==> src/rtl/mantissa_multiplier.sv <==
// Sequential 24x24 shift-and-add mantissa multiplier with a valid/ready handshake on both sides.
// One multiplier bit per CALC cycle; zero operands bypass CALC straight to DONE.
module mantissa_multiplier (
    input  logic        clk,
    input  logic        rst_n,
    input  logic        in_valid,
    output logic        in_ready,
    input  logic [23:0] mant_a,
    input  logic [23:0] mant_b,
    output logic        out_valid,
    input  logic        out_ready,
    output logic [47:0] mul_out,
    output logic        busy
);

    typedef enum logic [1:0] {StIdle, StCalc, StDone} state_e;

    state_e      state_q, state_d;
    logic [47:0] mcand_q, mcand_d;
    logic [47:0] prod_q, prod_d;
    logic [23:0] mplier_q, mplier_d;
    logic [4:0]  cnt_q, cnt_d;

    always_ff @(posedge clk or negedge rst_n) begin
        if (!rst_n) begin
            state_q  <= StIdle;
            mcand_q  <= '0;
            prod_q   <= '0;
            mplier_q <= '0;
            cnt_q    <= '0;
        end else begin
            state_q  <= state_d;
            mcand_q  <= mcand_d;
            prod_q   <= prod_d;
            mplier_q <= mplier_d;
            cnt_q    <= cnt_d;
        end
    end

    always_comb begin
        state_d  = state_q;
        mcand_d  = mcand_q;
        prod_d   = prod_q;
        mplier_d = mplier_q;
        cnt_d    = cnt_q;
        case (state_q)
            StIdle: begin
                if (in_valid) begin
                    mcand_d  = {24'd0, mant_a};
                    mplier_d = mant_b;
                    prod_d   = '0;
                    cnt_d    = '0;
                    state_d  = (mant_a == '0 || mant_b == '0) ? StDone : StCalc;
                end
            end
            StCalc: begin
                if (mplier_q[0]) begin
                    prod_d = prod_q + mcand_q;
                end
                mcand_d  = mcand_q << 1;
                mplier_d = mplier_q >> 1;
                cnt_d    = cnt_q + 5'd1;
                // Counter ends at 24 after the last step, so it never wraps.
                if (cnt_q == 5'd23) begin
                    state_d = StDone;
                end
            end
            StDone: begin
                if (out_ready) begin
                    state_d = StIdle;
                end
            end
            default: state_d = StIdle;
        endcase
    end

    always_comb begin
        in_ready  = (state_q == StIdle);
        busy      = (state_q == StCalc);
        out_valid = (state_q == StDone);
        mul_out   = prod_q;
    end

endmodule

==> config.mk <==
export PLATFORM = sky130hd
export DESIGN_NAME = mantissa_multiplier
export DESIGN_NICKNAME = d
export VERILOG_FILES = /design/src/rtl/mantissa_multiplier.sv
export SDC_FILE = /design/constraint.sdc
export NUM_CORES = 1
export LEC_CHECK = 0
export CORE_UTILIZATION = 35
export CTS_BUF_LIST = sky130_fd_sc_hd__clkbuf_2 sky130_fd_sc_hd__clkbuf_4 sky130_fd_sc_hd__clkbuf_8
export DETAILED_ROUTE_END_ITERATION = 6
export PLACE_DENSITY = 0.67
export SKIP_CTS_REPAIR_TIMING = 1
export SLEW_MARGIN = 40
export SYNTH_ARGS = -nofsm -noshare
export SYNTH_HDL_FRONTEND = slang
export SYNTH_SLANG_ARGS = --single-unit
==> constraint.sdc <==
create_clock -name clk -period 7 [get_ports clk]
set_input_delay 1.05 -clock clk [delete_from_list [all_inputs] [get_ports clk]]
set_output_delay 1.05 -clock clk [all_outputs]
set_load 0.1 [all_outputs]
==> flow_summary_export.csv <==
group,metric,value,unit
clocking,cts_tree,"done",
die,start_util,35.98,%
die,die_x,155.3,um
synthesis,synthArstFlopShare,100.0,%
synthesis,synthFlopType,"dfrtp_1",
setup_path,crit_path_start,"state_q[0]",
placed_design,gp_congestion,0.8374,
die,dieArea,24100,um^2
pwr,clockPowerShare,15.6,%
sta,fin_hold_ws,488.6,ps
placed_design,port-buffer-count,102,
sta,clock.fmax,269.9,MHz
placed_design,dp_slack,3652,ps
setup_path,critPathSlowestCell,"dfrtp_1",
setup_path,path_class,"reg2out",
sta,final.setup_skew,12.80,ps
pwr,p_int,2164,uW
synthesis,synth_edf_count,0,
synthesis,ys_ff_latch,127,
sta,fin_crit,3705,ps
drt,drcViolationCount,0,
die,rows,55,
grt,track_usage,18.59,%
worst_hold_path,hold_path_class,"reg2reg",
sta,relSlewSlack,45.97,%
grt,grt_pass1_wl,35.51,mm
synthesis,ys_warn_count,0,
drt,drtIter0Drc,387,
setup_path,worstSetupStartpointType,"flop",
clocking,root_buffer,"clkbuf_8",
setup_path,cp.arrival,2660,ps
setup_path,crit_required,5950,ps
placed_design,hpwl,16.19,mm
run_status,status,"complete, no violations",
grt,grt_pass1_vias,6826,
final_layout,area_delta_synth_final,17.17,%
sta,tns,0,ps
sta,hold_viol_final,0,
setup_path,endpoint_kind,"output pin",
pwr,power.density,474.4,nW/um^2
clocking,clk_latency,450,ps
synthesis,syn_avg_cell_area,8.955,um^2
final_layout,fillCellCount,2327,
drt,first_pass_iters,6,
final_layout,diodes,0,
pwr,switchingPower,2405,uW
final_layout,fin_nets,1084,
setup_path,reg2reg_from,"state_q[0]",
drt,drt_wl_total,21.82,mm
sta,drv_slew,0,
worst_hold_path,min_path_cells,2,
worst_hold_path,hp-start,"mplier_q[7]",
setup_path,slowest_delay,570,ps
setup_path,crit_chain,"nand2b_1, clkinv_2, buf_6, buf_2",
final_layout,drive_gt1_share,11.14,%
sta,finalWorstSetupSlack,3295,ps
drt,vias,7161,
synthesis,syn_area,8220,um^2
synthesis,synth.net_count,1019,
pwr,vdd_drop_max,0.3188,mV
grt,gr-total-overflow,0,
clocking,ctsHtreeMaxLevel,4,
synthesis,syn_inst,918,
drt,via_per_inst,5.471,
sta,fin_crit_sh,52.93,%
grt,grt_max_degree,93,
setup_path,reg2reg_depth,7,
pwr,seqPwrFrac,27.3,%
sta,tightest_slew,808.3,ps
drt,routedWlPerCell,16.67,um
pwr,switching_share,52.63,%
synthesis,ys_seq_area_share,38.66,%
synthesis,synth_cell_types,72,
clocking,cts.sinks,127,
grt,antenna_found_initial,0,
clocking,cts.path.max_buffers,2,
sta,setup_violations,0,
final_layout,final_core_utilization,42.16,%
pwr,p_comb_share,57.2,%
sta,rsz0062_at_grt,"false",
clocking,numCtsBuffers,17,
job,cap_violations,0,
clocking,clk_pin_slew,90,ps
setup_path,path_max_fanout,69,
pwr,p_total,4569,uW
die,die_height,155.3,um
drt,ant_nets,0,
die,ioPinCount,103,
die,core,22850,um^2
pwr,p_leak,0.004420,uW
-- synthesized netlist by cell type, types with 11 or more instances --
cell,instances,area [um^2]
nand3_1,23,115.1
clkbuf_1,48,180.2
xnor2_1,19,166.4
nand2_1,121,454.2
inv_1,16,60.06
o21bai_1,12,90.09
o21ai_0,102,510.5
mux2i_1,48,480.5
nor4_1,14,87.58
a21o_1,28,210.2
o21ai_1,11,55.05
dfrtp_1,127,3178
a21oi_1,58,290.3
a22o_1,30,262.8
ha_1,48,600.6
nor2_1,42,157.7
nand4_1,20,125.1
xor2_1,13,113.9
-- power by group through the flow --
stage	sequential (uW)	combinational, uW	clock (uW)
floorplan	1750	1580	0
global placement	1250	2630	0
detailed placement	1260	2600	0
CTS	1250	2610	720
global route	1280	2840	754
finish	1250	2610	711
-- area by class of cell --
cell class	instances	area (um^2)	share of cell area, %
clock inverters	13	177.7	1.845
repair buffers	107	824.5	8.561
clock buffers	19	261.5	2.715
inverters	16	61.31	0.6365
well taps	313	391.6	4.066
flip-flops and latches	127	3178	33.00
multi-input cells	714	4737	49.18
-- layer usage --
layer | part of all wire [%] | global-route usage, % | up-vias
met5 | 0 | 0 | -
met4 | 0.86 | 4.108 | 0
met3 | 5.6 | 5.125 | 19
met2 | 47 | 30.69 | 188
met1 | 46 | 24.20 | 3423
li1 | - | - | 3531
-- critical path, delay by kind of cell, from the launching register on --
family / cells / cell delay (ps)
DFF: 1 / 570
and+or+nand+nor: 1 / 230
buffers and inverters: 3 / 1290
-- registers in the layout, indices dropped and copies added, names as in the netlist --
register	count
cnt_q	5
mcand_q	48
mplier_q	24
mul_out	48
state_q	2
-- through the flow --
step,cells,area (um^2)
after floorplan,918,8220
after global placement,1276,9412
after detailed placement,1277,9185
after CTS,1309,9624
after global routing,1309,9632
final,1309,9632
-- kinds of logic after synthesis --
group | after synthesis | share of synthesized area [%]
AOI/OAI and AO/OA | 312 | 24.98
xor gates and xnor gates | 32 | 3.409
adders and majority gates | 49 | 7.550
buffers and inverters | 77 | 3.912
DFF | 127 | 38.66
muxes | 48 | 5.845
and+or+nand+nor | 273 | 15.65
-- placed cells by master (no fill, tap or decap), types with 4 or more instances in the layout --
master / instances
xnor2_1: 19
a211oi_1: 4
inv_1: 15
o21ai_0: 102
clkdlybuf4s50_1: 50
a22o_1: 30
mux2i_1: 48
nand2_1: 121
xor2_1: 13
nand3_1: 23
ha_1: 48
o211ai_1: 4
clkbuf_8: 19
o21ai_1: 11
nor2b_1: 6
o31ai_1: 5
buf_2: 51
or3_1: 7
dfrtp_1: 127
o21bai_1: 11
a31oi_1: 6
clkinv_4: 4
nand2b_1: 5
nor2_1: 42
nand4_1: 20
a21o_1: 28
and2_1: 4
nor4_1: 14
and3_1: 5
a32o_1: 6
a21oi_1: 58
nor3_1: 10
a221o_1: 5
-- worst paths after layout --
check,endpoint,slack (ps)
max reg2reg,mul_out[36],3670
min reg2reg,mplier_q[7],490
max in group asynchronous,mul_out[22],5350
max,busy,3290
min,mplier_q[7],490
min in group asynchronous,mplier_q[21],540
(Power assumes the default switching activity.)
